--- src/rtl/axi_ddr_pkg.sv ---
// Shared AXI constants, size helper and write-master state encoding for the
// BRAM<->DDR transfer blocks.
package axi_ddr_pkg;

   localparam logic [1:0] BURST_INCR   = 2'b01;
   localparam logic [3:0] CACHE_NORMAL = 4'b0011;
   localparam logic [1:0] RESP_OKAY    = 2'b00;

   typedef enum logic [2:0] {
      ST_IDLE,
      ST_AW,
      ST_W,
      ST_B,
      ST_DONE
   } wr_state_e;

   // AxSIZE encoding for a bus of nbytes bytes (log2)
   function automatic logic [2:0] axi_size(input int unsigned nbytes);
      logic [2:0] sz;
      sz = 3'd0;
      for (int i = 0; i < 8; i++) begin
         if (nbytes == (32'd1 << i)) sz = 3'(i);
      end
      return sz;
   endfunction

endpackage

--- src/rtl/bram_axi_ddr_write_if.sv ---
// AXI4 write-channel bundle (AW/W/B) between the write master and DDR slave.
interface bram_axi_ddr_write_if #(
   parameter int DDR_DW          = 64,
   parameter int DDR_ADDR_WIDTH  = 29,
   parameter int BURST_LEN_WIDTH = 8
);
   logic [3:0]                 awid;
   logic [DDR_ADDR_WIDTH-1:0]  awaddr;
   logic [BURST_LEN_WIDTH-1:0] awlen;
   logic [2:0]                 awsize;
   logic [1:0]                 awburst;
   logic                       awlock;
   logic [3:0]                 awcache;
   logic [2:0]                 awprot;
   logic [3:0]                 awqos;
   logic                       awvalid;
   logic                       awready;
   logic [DDR_DW-1:0]          wdata;
   logic [DDR_DW/8-1:0]        wstrb;
   logic                       wlast;
   logic                       wvalid;
   logic                       wready;
   logic [3:0]                 bid;
   logic [1:0]                 bresp;
   logic                       bvalid;
   logic                       bready;

   modport master (
      output awid, awaddr, awlen, awsize, awburst, awlock, awcache, awprot, awqos, awvalid,
      output wdata, wstrb, wlast, wvalid, bready,
      input  awready, wready, bid, bresp, bvalid
   );

   modport slave (
      input  awid, awaddr, awlen, awsize, awburst, awlock, awcache, awprot, awqos, awvalid,
      input  wdata, wstrb, wlast, wvalid, bready,
      output awready, wready, bid, bresp, bvalid
   );
endinterface

--- src/rtl/pp_skid_fifo2.sv ---
// Two-entry FIFO used to absorb the one-cycle BRAM read latency so a
// streaming consumer sees back-to-back data.
module pp_skid_fifo2 #(
   parameter int WIDTH = 64
) (
   input  logic             clk,
   input  logic             rst_n,
   input  logic             push,
   input  logic [WIDTH-1:0] push_data,
   input  logic             pop,
   output logic [WIDTH-1:0] pop_data,
   output logic [1:0]       count,
   output logic             full,
   output logic             empty
);
   logic [WIDTH-1:0] mem_q [2];
   logic [WIDTH-1:0] mem_d [2];
   logic             rd_ptr_q, rd_ptr_d;
   logic             wr_ptr_q, wr_ptr_d;
   logic [1:0]       count_q, count_d;
   logic             push_ok, pop_ok;

   assign full     = (count_q == 2'd2);
   assign empty    = (count_q == 2'd0);
   assign count    = count_q;
   assign pop_data = mem_q[rd_ptr_q];

   // a push into a full FIFO is only legal when the head leaves the same cycle
   assign pop_ok  = pop && !empty;
   assign push_ok = push && (!full || pop_ok);

   always_comb begin
      mem_d    = mem_q;
      rd_ptr_d = rd_ptr_q;
      wr_ptr_d = wr_ptr_q;
      count_d  = count_q;
      if (push_ok) begin
         mem_d[wr_ptr_q] = push_data;
         wr_ptr_d        = ~wr_ptr_q;
      end
      if (pop_ok) rd_ptr_d = ~rd_ptr_q;
      case ({push_ok, pop_ok})
         2'b10:   count_d = count_q + 2'd1;
         2'b01:   count_d = count_q - 2'd1;
         default: count_d = count_q;
      endcase
   end

   always_ff @(posedge clk or negedge rst_n) begin
      if (!rst_n) begin
         mem_q[0] <= '0;
         mem_q[1] <= '0;
         rd_ptr_q <= 1'b0;
         wr_ptr_q <= 1'b0;
         count_q  <= 2'd0;
      end else begin
         mem_q    <= mem_d;
         rd_ptr_q <= rd_ptr_d;
         wr_ptr_q <= wr_ptr_d;
         count_q  <= count_d;
      end
   end
endmodule

--- src/rtl/bram_axi_ddr_write.sv ---
// AXI4 write master: streams wr_num_burst INCR bursts of BRAM words into DDR,
// one burst at a time, with BRAM prefetch through a 2-entry skid buffer.
//
//   state | meaning
//   IDLE  | wr_ready=1, waiting for wr_start
//   AW    | address phase of current burst, prefetch allowed
//   W     | data beats streaming from the skid buffer
//   B     | waiting for write response
//   DONE  | one-cycle wr_done/wr_err report
module bram_axi_ddr_write
   import axi_ddr_pkg::*;
#(
   parameter int DDR_DW          = 64,
   parameter int DDR_ADDR_WIDTH  = 29,
   parameter int BURST_LEN_WIDTH = 8,
   parameter int NUM_BURST_WIDTH = 8,
   parameter int BRAM_ADDR_WIDTH = 10
) (
   input  logic                       clk,
   input  logic                       rst_n,
   input  logic                       wr_start,
   input  logic [BURST_LEN_WIDTH-1:0] wr_burst_len,
   input  logic [NUM_BURST_WIDTH-1:0] wr_num_burst,
   input  logic [DDR_ADDR_WIDTH-1:0]  wr_start_addr,
   input  logic [BRAM_ADDR_WIDTH-1:0] wr_start_bram_addr,
   output logic                       wr_ready,
   output logic                       wr_done,
   output logic                       wr_err,
   output logic                       bram_r_en,
   output logic [BRAM_ADDR_WIDTH-1:0] bram_r_addr,
   input  logic [DDR_DW-1:0]          bram_rdata,
   bram_axi_ddr_write_if.master       m_axi
);
   localparam logic [2:0] AW_SIZE = axi_size(DDR_DW / 8);
   localparam int         BLW1    = BURST_LEN_WIDTH + 1;

   wr_state_e                  state_q, state_d;
   logic [DDR_ADDR_WIDTH-1:0]  awaddr_q, awaddr_d;
   logic [BURST_LEN_WIDTH-1:0] awlen_q, awlen_d;
   logic [NUM_BURST_WIDTH-1:0] bursts_q, bursts_d;
   logic [BRAM_ADDR_WIDTH-1:0] bram_addr_q, bram_addr_d;
   logic [BLW1-1:0]            fetch_cnt_q, fetch_cnt_d;
   logic [BLW1-1:0]            beat_cnt_q, beat_cnt_d;
   logic                       rd_inflight_q, rd_inflight_d;
   logic                       err_q, err_d;

   logic [BLW1-1:0]            burst_beats;
   logic [DDR_ADDR_WIDTH-1:0]  burst_bytes;
   logic [1:0]                 fifo_count;
   logic                       fifo_empty;
   logic                       fifo_full_unused;
   logic [DDR_DW-1:0]          fifo_head;
   logic [1:0]                 occ;
   logic [1:0]                 occ_limit;
   logic                       fetch;
   logic                       wvalid;
   logic                       w_hs;
   logic                       last_beat;
   logic                       unused_bid;

   assign burst_beats = {1'b0, awlen_q} + BLW1'(1);
   assign burst_bytes = DDR_ADDR_WIDTH'(burst_beats) << AW_SIZE;

   assign wvalid    = (state_q == ST_W) && !fifo_empty;
   assign w_hs      = wvalid && m_axi.wready;
   assign last_beat = (beat_cnt_q == {1'b0, awlen_q});

   // counting this cycle's pop as free space keeps the stream bubble-free
   assign occ       = fifo_count + {1'b0, rd_inflight_q};
   assign occ_limit = 2'd2 + {1'b0, w_hs};
   assign fetch     = ((state_q == ST_AW) || (state_q == ST_W)) &&
                      (fetch_cnt_q < burst_beats) && (occ < occ_limit);

   pp_skid_fifo2 #(.WIDTH(DDR_DW)) u_skid (
      .clk       (clk),
      .rst_n     (rst_n),
      .push      (rd_inflight_q),
      .push_data (bram_rdata),
      .pop       (w_hs),
      .pop_data  (fifo_head),
      .count     (fifo_count),
      .full      (fifo_full_unused),
      .empty     (fifo_empty)
   );

   always_comb begin
      state_d       = state_q;
      awaddr_d      = awaddr_q;
      awlen_d       = awlen_q;
      bursts_d      = bursts_q;
      bram_addr_d   = bram_addr_q;
      fetch_cnt_d   = fetch_cnt_q;
      beat_cnt_d    = beat_cnt_q;
      err_d         = err_q;
      rd_inflight_d = fetch;

      if (fetch) begin
         bram_addr_d = bram_addr_q + BRAM_ADDR_WIDTH'(1);
         fetch_cnt_d = fetch_cnt_q + BLW1'(1);
      end

      case (state_q)
         ST_IDLE: begin
            if (wr_start) begin
               awaddr_d    = wr_start_addr;
               awlen_d     = wr_burst_len;
               bursts_d    = (wr_num_burst == '0) ? NUM_BURST_WIDTH'(1) : wr_num_burst;
               bram_addr_d = wr_start_bram_addr;
               fetch_cnt_d = '0;
               beat_cnt_d  = '0;
               err_d       = 1'b0;
               state_d     = ST_AW;
            end
         end
         ST_AW: begin
            if (m_axi.awready) state_d = ST_W;
         end
         ST_W: begin
            if (w_hs) begin
               if (last_beat) begin
                  beat_cnt_d = '0;
                  state_d    = ST_B;
               end else begin
                  beat_cnt_d = beat_cnt_q + BLW1'(1);
               end
            end
         end
         ST_B: begin
            if (m_axi.bvalid) begin
               err_d = err_q | (m_axi.bresp != RESP_OKAY);
               if (bursts_q > NUM_BURST_WIDTH'(1)) begin
                  bursts_d    = bursts_q - NUM_BURST_WIDTH'(1);
                  awaddr_d    = awaddr_q + burst_bytes;
                  fetch_cnt_d = '0;
                  state_d     = ST_AW;
               end else begin
                  state_d = ST_DONE;
               end
            end
         end
         ST_DONE: state_d = ST_IDLE;
         default: state_d = ST_IDLE;
      endcase
   end

   always_ff @(posedge clk or negedge rst_n) begin
      if (!rst_n) begin
         state_q       <= ST_IDLE;
         awaddr_q      <= '0;
         awlen_q       <= '0;
         bursts_q      <= '0;
         bram_addr_q   <= '0;
         fetch_cnt_q   <= '0;
         beat_cnt_q    <= '0;
         rd_inflight_q <= 1'b0;
         err_q         <= 1'b0;
      end else begin
         state_q       <= state_d;
         awaddr_q      <= awaddr_d;
         awlen_q       <= awlen_d;
         bursts_q      <= bursts_d;
         bram_addr_q   <= bram_addr_d;
         fetch_cnt_q   <= fetch_cnt_d;
         beat_cnt_q    <= beat_cnt_d;
         rd_inflight_q <= rd_inflight_d;
         err_q         <= err_d;
      end
   end

   assign wr_ready    = (state_q == ST_IDLE);
   assign wr_done     = (state_q == ST_DONE);
   assign wr_err      = (state_q == ST_DONE) && err_q;
   assign bram_r_en   = fetch;
   assign bram_r_addr = bram_addr_q;

   assign m_axi.awid    = 4'd0;
   assign m_axi.awaddr  = awaddr_q;
   assign m_axi.awlen   = awlen_q;
   assign m_axi.awsize  = AW_SIZE;
   assign m_axi.awburst = BURST_INCR;
   assign m_axi.awlock  = 1'b0;
   assign m_axi.awcache = CACHE_NORMAL;
   assign m_axi.awprot  = 3'd0;
   assign m_axi.awqos   = 4'd0;
   assign m_axi.awvalid = (state_q == ST_AW);
   assign m_axi.wdata   = fifo_head;
   assign m_axi.wstrb   = '1;
   assign m_axi.wlast   = wvalid && last_beat;
   assign m_axi.wvalid  = wvalid;
   assign m_axi.bready  = (state_q == ST_B);

   assign unused_bid = ^m_axi.bid;
endmodule

--- src/flat_wrapper.sv ---
// flat-port wrapper written by rule: the top's interface ports become plain ports
module bram_axi_ddr_write_flat import axi_ddr_pkg::*;
#(
   parameter int DDR_DW          = 64,
   parameter int DDR_ADDR_WIDTH  = 29,
   parameter int BURST_LEN_WIDTH = 8,
   parameter int NUM_BURST_WIDTH = 8,
   parameter int BRAM_ADDR_WIDTH = 10
)
  (clk, rst_n, wr_start, wr_burst_len, wr_num_burst, wr_start_addr, wr_start_bram_addr, wr_ready, wr_done, wr_err, bram_r_en, bram_r_addr, bram_rdata, m_axi_awid, m_axi_awaddr, m_axi_awlen, m_axi_awsize, m_axi_awburst, m_axi_awlock, m_axi_awcache, m_axi_awprot, m_axi_awqos, m_axi_awvalid, m_axi_wdata, m_axi_wstrb, m_axi_wlast, m_axi_wvalid, m_axi_bready, m_axi_awready, m_axi_wready, m_axi_bid, m_axi_bresp, m_axi_bvalid);
  bram_axi_ddr_write_if #(.DDR_DW(DDR_DW), .DDR_ADDR_WIDTH(DDR_ADDR_WIDTH), .BURST_LEN_WIDTH(BURST_LEN_WIDTH)) m_axi_i ();
  input  logic clk;
  input  logic rst_n;
  input  logic wr_start;
  input  logic [BURST_LEN_WIDTH-1:0] wr_burst_len;
  input  logic [NUM_BURST_WIDTH-1:0] wr_num_burst;
  input  logic [DDR_ADDR_WIDTH-1:0] wr_start_addr;
  input  logic [BRAM_ADDR_WIDTH-1:0] wr_start_bram_addr;
  output logic wr_ready;
  output logic wr_done;
  output logic wr_err;
  output logic bram_r_en;
  output logic [BRAM_ADDR_WIDTH-1:0] bram_r_addr;
  input  logic [DDR_DW-1:0] bram_rdata;
  output wire logic [$bits(m_axi_i.awid)-1:0] m_axi_awid;
  output wire logic [$bits(m_axi_i.awaddr)-1:0] m_axi_awaddr;
  output wire logic [$bits(m_axi_i.awlen)-1:0] m_axi_awlen;
  output wire logic [$bits(m_axi_i.awsize)-1:0] m_axi_awsize;
  output wire logic [$bits(m_axi_i.awburst)-1:0] m_axi_awburst;
  output wire logic [$bits(m_axi_i.awlock)-1:0] m_axi_awlock;
  output wire logic [$bits(m_axi_i.awcache)-1:0] m_axi_awcache;
  output wire logic [$bits(m_axi_i.awprot)-1:0] m_axi_awprot;
  output wire logic [$bits(m_axi_i.awqos)-1:0] m_axi_awqos;
  output wire logic [$bits(m_axi_i.awvalid)-1:0] m_axi_awvalid;
  output wire logic [$bits(m_axi_i.wdata)-1:0] m_axi_wdata;
  output wire logic [$bits(m_axi_i.wstrb)-1:0] m_axi_wstrb;
  output wire logic [$bits(m_axi_i.wlast)-1:0] m_axi_wlast;
  output wire logic [$bits(m_axi_i.wvalid)-1:0] m_axi_wvalid;
  output wire logic [$bits(m_axi_i.bready)-1:0] m_axi_bready;
  input wire logic [$bits(m_axi_i.awready)-1:0] m_axi_awready;
  input wire logic [$bits(m_axi_i.wready)-1:0] m_axi_wready;
  input wire logic [$bits(m_axi_i.bid)-1:0] m_axi_bid;
  input wire logic [$bits(m_axi_i.bresp)-1:0] m_axi_bresp;
  input wire logic [$bits(m_axi_i.bvalid)-1:0] m_axi_bvalid;
  assign m_axi_awid = m_axi_i.awid;
  assign m_axi_awaddr = m_axi_i.awaddr;
  assign m_axi_awlen = m_axi_i.awlen;
  assign m_axi_awsize = m_axi_i.awsize;
  assign m_axi_awburst = m_axi_i.awburst;
  assign m_axi_awlock = m_axi_i.awlock;
  assign m_axi_awcache = m_axi_i.awcache;
  assign m_axi_awprot = m_axi_i.awprot;
  assign m_axi_awqos = m_axi_i.awqos;
  assign m_axi_awvalid = m_axi_i.awvalid;
  assign m_axi_wdata = m_axi_i.wdata;
  assign m_axi_wstrb = m_axi_i.wstrb;
  assign m_axi_wlast = m_axi_i.wlast;
  assign m_axi_wvalid = m_axi_i.wvalid;
  assign m_axi_bready = m_axi_i.bready;
  assign m_axi_i.awready = m_axi_awready;
  assign m_axi_i.wready = m_axi_wready;
  assign m_axi_i.bid = m_axi_bid;
  assign m_axi_i.bresp = m_axi_bresp;
  assign m_axi_i.bvalid = m_axi_bvalid;
  bram_axi_ddr_write #(.DDR_DW(DDR_DW), .DDR_ADDR_WIDTH(DDR_ADDR_WIDTH), .BURST_LEN_WIDTH(BURST_LEN_WIDTH), .NUM_BURST_WIDTH(NUM_BURST_WIDTH), .BRAM_ADDR_WIDTH(BRAM_ADDR_WIDTH)) u_core (.clk(clk), .rst_n(rst_n), .wr_start(wr_start), .wr_burst_len(wr_burst_len), .wr_num_burst(wr_num_burst), .wr_start_addr(wr_start_addr), .wr_start_bram_addr(wr_start_bram_addr), .wr_ready(wr_ready), .wr_done(wr_done), .wr_err(wr_err), .bram_r_en(bram_r_en), .bram_r_addr(bram_r_addr), .bram_rdata(bram_rdata), .m_axi(m_axi_i));
endmodule
--- config.mk ---
export PLATFORM = sky130hd
export DESIGN_NAME = bram_axi_ddr_write_flat
export DESIGN_NICKNAME = d
export VERILOG_FILES = /design/src/rtl/axi_ddr_pkg.sv /design/src/rtl/bram_axi_ddr_write_if.sv /design/src/rtl/pp_skid_fifo2.sv /design/src/rtl/bram_axi_ddr_write.sv /design/src/flat_wrapper.sv
export SDC_FILE = /design/constraint.sdc
export NUM_CORES = 1
export LEC_CHECK = 0
export CORE_ASPECT_RATIO = 1.1
export CORE_MARGIN = 1.5
export CORE_UTILIZATION = 45
export CTS_CLUSTER_SIZE = 28
export DETAILED_ROUTE_END_ITERATION = 16
export PLACE_DENSITY = 0.77
export SLEW_MARGIN = 30
export SYNTH_ARGS = -nofsm -noshare
export SYNTH_HDL_FRONTEND = slang
export SYNTH_SLANG_ARGS = --single-unit
--- constraint.sdc ---
create_clock -name clk -period 2.9 [get_ports clk]
set_clock_uncertainty 0.1 [all_clocks]
set_input_delay 0.58 -clock clk [delete_from_list [all_inputs] [get_ports clk]]
set_output_delay 0.58 -clock clk [all_outputs]
set_load 0.1 [all_outputs]
==> results of run 1 <==
[synthesized netlist by cell type (all sizes together) (5+ instances only)]
cell      n
a31oi     6
nor2     56
or3       8
a21o      9
a211oi    5
o21ai    29
buf      55
mux2i     5
clkbuf   25
and3      7
nand4    12
nand2    89
nor4     10
xnor2    33
nor3     21
inv      21
nor3b     5
o22ai     9
nand3    35
or4       5
xor2     10
dfrtp   210
mux2    193
ha       25
a21oi    50
[cells by family after synthesis]
kind of cell,after synthesis,share of synthesized area [%]
mux,198,20.3
xor+xnor,43,3.50
other cells,2,0.0684
flops,210,47.9
buf+inv,102,4.91
compound gates,141,8.37
simple gates,267,12.0
fa+ha+maj,26,3.03
[through the flow]
stage	utilization, %	instance area (µm²)
after floorplan	-	11300
after global placement	59.2	14100
after detailed placement	59.2	14100
after CTS	63.2	15000
after global routing	64.6	15400
final	64.6	15400
[cells in the final DEF, fill, tap and decap left out, types with 12 or more instances in the layout]
| cell | n |
|---|---|
| a21oi_1 | 45 |
| buf_12 | 15 |
| buf_4 | 173 |
| buf_6 | 12 |
| clkbuf_16 | 23 |
| clkdlybuf4s50_1 | 125 |
| conb_1 | 29 |
| dfrtp_1 | 201 |
| ha_1 | 16 |
| inv_1 | 18 |
| mux2_1 | 12 |
| mux2_2 | 181 |
| nand2_1 | 86 |
| nand3_1 | 30 |
| nand4_1 | 12 |
| nor2_1 | 51 |
| nor3_1 | 16 |
| o21ai_0 | 21 |
| xnor2_1 | 24 |
[cell type report]
| class | count | area share [%] |
|---|---|---|
| multi-input combinational | 704 | 37.9 |
| sequential | 210 | 34.4 |
| timing repair buffer | 327 | 19.6 |
| clock buffer | 33 | 4.45 |
| tap | 305 | 2.49 |
| inverter | 22 | 0.627 |
| clock inverter | 6 | 0.554 |
[worst reg2reg max path: cells and delay by family (launching register included)]
kind	cells	cell delay (ns)
and+or+nand+nor	5	1.07
AOI/OAI and AO/OA	3	0.60
DFF	1	0.50
buffers and inverters	4	0.44
adders and majority gates	1	0.23
xor gates and xnor gates	1	0.11
[per-layer routing]
metal | share of wire, % | up-vias | track usage, %
met5 | 0 | - | 0
met4 | 1.6 | 0 | 4.56
met3 | 6.0 | 37 | 4.06
met2 | 49 | 254 | 36.7
met1 | 43 | 4211 | 28.2
li1 | - | 4068 | -
[worst min-delay path by stage]
stage,slack (ns),cells past startpoint,endpoint,startpoint
after detailed placement,0.36,2,u_core.m_axi.awaddr[1],u_core.m_axi.awaddr[1]
after floorplan,0.18,0,u_core.beat_cnt_q[0],rst_n
after global routing,0.40,1,u_core.u_skid.mem_q[10],u_core.u_skid.mem_q[10]
after CTS,0.38,2,u_core.err_q,u_core.err_q
after global placement,0.36,2,u_core.err_q,u_core.err_q
final,0.38,2,u_core.m_axi.awaddr[0],u_core.m_axi.awaddr[0]
[state kept, by name (all words and copies together), names as in the netlist]
register and count:
u_core.beat_cnt_q 9, u_core.bram_r_addr 10, u_core.bursts_q 8, u_core.err_q 1, u_core.fetch_cnt_q 9, u_core.m_axi.awaddr 29, u_core.m_axi.awlen 8, u_core.rd_inflight_q 1
u_core.state_q 3, u_core.u_skid.count 2, u_core.u_skid.mem_q 128, u_core.u_skid.rd_ptr_q 1, u_core.u_skid.wr_ptr_q 1
[what timing repair did]
action / in CTS / in global routing
gates resized for setup: 26 / 44
hold buffers: 1 / 0
setup endpoints to repair: 21 / 35
endpoints found under the hold margin: 51 / 0
pin swaps: 13 / 18
setup buffers: 5 / 11
cloned: 0 / 0
==> results.cfg, run 1 <==
[drt]
detail_route.first_pass.iterations = 5
via_count = 8570
wl_mm = 27.7
viasPerCell = 5.33
drtIter0Drc = 471
antenna_left = 0
post-route-drc-count = 0
wire_per_inst_um = 17.2

[die]
start_util_pct = 46.2
dieArea_um2 = 25300
die_w_um = 152
row_count = 59
die_h_um = 167
ios = 279
core_um2 = 23800

[cells_and_area]
multi_input_area_um2 = 5820
fin_nets = 1445
fill_cells = 1850
diodes = 0
regArea_um2 = 5280
layout-drive-gt1-share_pct = 39.2
area_growth_pct = 39.9
stdcell_count = 1607

[clock_tree]
cts_buffers = 23
clk_pin_slew_ns = 0.06
cts_tree = yes
clock_latency_ns = 0.50
clock-root-buffer = clkbuf_16
cts.sinks = 210
h-tree-depth = 1
max-clock-path-buffers = 3

[timing]
period_needed_ns = 3.63
whs_ns = 0.380
relSlewSlack_pct = 62.4
hold_viol = 0
fin_crit_sh_pct = 125
finalMaxSlewViolations = 0
fin_ws_ns = -0.730
rsz0062_at_grt = true
worstMarginPinSlew_ns = 0.562
setup_tns_ns = -1.70
fmax_ghz = 0.276
setup_viol = 11

[global_routing]
grt_pass1_wl_mm = 45.0
grt_max_degree = 65
antenna_found_initial = 0
grt_overflow_total = 0
grt_pass1_vias = 8692
grt_use_total_pct = 21.4

[setup_path]
path_depth = 12
slowest_delay_ns = 0.50
r2r_end = u_core.bram_r_addr[7]
critPathRequiredTime_ns = 2.22
crit_family = simple AND/OR/NAND/NOR gates
crit_path_cell_trace = and3_4 > nand3_4 > buf_6 > xnor2_4 > inv_2 > ha_4 > and4_4 > a2111oi_4 > o221ai_2 > or2_4 > inv_12 > buf_12
reg2reg_depth = 14
crit_slowest_cell = dfrtp_4
path_class = register to output port
rr_startpoint = u_core.m_axi.awlen[1]
end_kind = output port
crit_path_end = bram_r_en
crit_buf_inv = 4
critPathMaxFanout = 4
arrival_ns = 2.95
worstSetupStartpoint = u_core.m_axi.awlen[1]
critPathLaunchType = register
rrSetupSlack_ns = -0.22

[placement]
dp_cells = 1553
gp_congestion = 0.888
dp_slack_ns = -0.302
hpwl_mm = 19.2
io_buffers = 245

[logic_synthesis]
ys_seq_elements = 210
yosysSeqAreaShare_pct = 47.9
ys.flop_type = dfrtp_1
netlist_area_um2 = 11000
synth_edf_count = 0
synthArstFlopShare_pct = 100
synth_area_leaders = dfrtp_1 (48%), mux2_2 (19%), nand2_1 (3.0%), ha_1 (2.9%), xnor2_1 (2.6%)
synth.distinct_cells = 68
synth_top_area_cell = dfrtp_1
synth_top_area_share_pct = 47.9
synth.avg_cell_area_um2 = 11.1
yosys_warnings = 0
netlist_instances = 989

[min_path]
hold_class = register to register

[status]
violations = negative setup slack
status = complete, but fails checks

[job]
drv_cap = 0
Power of run 1 is left out: the tool's default activity adds up to more than one toggle a clock period on the data nets, which glitch-free logic cannot reach.
==> inputs of run 2 (changes only) <==
CORE_UTILIZATION = 55   (was 45)
DONT_BUFFER_PORTS = 1   (was unset)
PLACE_DENSITY = 0.73   (was 0.77)
==> run 2 against run 1 <==
The run ends with negative hold slack, negative setup slack left. Via count is 8.9% lower. Die area shrank 18%. First-iteration DRC count fell by 2.8%. Largest cell class unchanged. Highest routed layer unchanged.
==> results.cfg, run 2 (same netlist as run 1, synthesis figures left out) <==
[die]
die_h_um = 151
start_util_pct = 55.6
ios = 279
dieArea_um2 = 20800
core_um2 = 19700
row_count = 54
die_w_um = 138

[cells_and_area]
layout-drive-gt1-share_pct = 40.0
regArea_um2 = 5280
multi_input_area_um2 = 5830
area_growth_pct = 22.3
largest_reg_flops = 128
final_cell_mix = dfrtp_1 (201), mux2_2 (181), buf_4 (96)
diodes = 0
top_register = u_core.u_skid.mem_q
final_common_cell = dfrtp_1
fin_nets = 1242
stdcell_count = 1352
fill_cells = 1419
stdcell_area_um2 = 13400

[setup_path]
end_kind = output port
critPathMaxFanout = 4
rr_startpoint = u_core.m_axi.awlen[1]
worstSetupStartpoint = u_core.m_axi.awlen[1]
path_class = register to output port
arrival_ns = 2.99
critPathLaunchType = register
critPathRequiredTime_ns = 2.22

[placement]
place_area_um2 = 12100
gp_congestion = 0.860
io_buffers = 0
hpwl_mm = 16.8
dp_cells = 1295

[clock_tree]
cts.sinks = 210
cts_buffers = 23
clk_pin_slew_ns = 0.06
max-clock-path-buffers = 3
h-tree-depth = 1
clock-root-buffer = clkbuf_16
clock_latency_ns = 0.51
cts_tree = yes

[timing]
setup_tns_ns = -3.09
period_needed_ns = 3.67
rsz0062_at_grt = true
whs_ns = -0.334
hold_viol = 210
relSlewSlack_pct = 38.9
fin_ws_ns = -0.766
fin_crit_sh_pct = 126
setup_viol = 20
fmax_ghz = 0.273
finalMaxSlewViolations = 0
worstMarginPinSlew_ns = 0.916

[global_routing]
met1_usage_pct = 28.1
grt_busiest_layer = met2
use_met3_pct = 6.89
use_met2_pct = 39.2
grt_overflow_total = 0
grt_pass1_vias = 7486
grt_use_total_pct = 22.9
grt_max_degree = 211
antenna_found_initial = 0
grt_pass1_wl_mm = 38.1

[drt]
via_count = 7808
viasPerCell = 5.78
detail_route.first_pass.iterations = 5
drtIter0Drc = 458
post-route-drc-count = 0
wire_per_inst_um = 19.1
antenna_left = 0
wl_mm = 25.8

[status]
status = complete, but fails checks
violations = negative hold slack, negative setup slack

[min_path]
hold_class = input port to async pin

[job]
drv_cap = 0
[run 2: changes by cell type in the layout (fill, tap and decap cells not counted), sizes merged]
| cell | before | now |
|---|---|---|
| clkinvlp | 2 | 1 |
| inv | 21 | 23 |
| bufinv | 2 | 3 |
| clkinv | 3 | 4 |
| buf | 200 | 124 |
| clkbuf | 34 | 31 |
| dlygate4sd3 | 1 | 0 |
| clkdlybuf4s50 | 125 | 0 |
[run 2: timing repair]
item / in CTS / in global routing
endpoints found under the setup margin: 36 / 37
cloned: 0 / 0
buffers inserted: 4 / 15
pin swaps: 4 / 19
gates resized for setup: 18 / 65
endpoints found under the hold margin: 210 / 210
[run 2: area by class of cell]
cell class                 instances  share of cell area (%)
clock buffer                      31                    4.96
clock inverter                     9                   0.941
inverter                          22                   0.708
multi-input combinational        704                    43.4
sequential                       210                    39.3
tap                              252                    2.35
timing repair buffer             124                    8.33
[run 2: per-layer routing]
metal  wire length (µm)  vias up
li1                   -     3670
met1              10200     3825
met2              12700      262
met3               2260       51
met4                563        0
met5                  0        -
[run 2: worst max-delay path, cell delays in order (launching register included)]
cell	delay, ns
dfrtp_4	0.50
and3_4	0.20
nand3_4	0.07
buf_4	0.14
xnor2_4	0.11
inv_1	0.06
ha_1	0.27
and4_4	0.20
a2111oi_4	0.31
o221ai_2	0.17
or2_4	0.30
inv_12	0.14
[run 2: stage by stage]
step | hold WS, ns | setup WS [ns] | utilization [%]
floorplan | 0.184 | -0.513 | -
global placement | 0.188 | -0.212 | 61.3
detailed placement | 0.188 | -0.322 | 61.3
CTS | -0.352 | -0.765 | 65.9
global route | -0.359 | -0.858 | 68.1
finish | -0.334 | -0.766 | 68.1
[run 2: final timing paths]
| path | endpoint | slack [ns] | cells past startpoint |
|---|---|---|---|
| max in group asynchronous | u_core.m_axi.awlen[1] | 2.63 | 0 |
| worst min register to register | u_core.err_q | 0.36 | 2 |
| worst min-delay path | u_core.u_skid.mem_q[14] | -0.33 | 0 |
| min in group clk | u_core.m_axi.awaddr[0] | 0.08 | 2 |
| worst max-delay path | bram_r_en | -0.77 | 11 |
| worst max register to register | u_core.bram_r_addr[7] | -0.43 | 15 |
Power of run 2 is left out for the same reason.
==> inputs of run 3 (changes only) <==
CORE_UTILIZATION = 45   (was 55)
DONT_BUFFER_PORTS = unset   (was 1)
PLACE_DENSITY = 0.77   (was 0.73)
==> results of run 3 <==
The final DEF is identical to that of run 1; final timing and power are the same.
Power of run 3 is left out for the same reason.
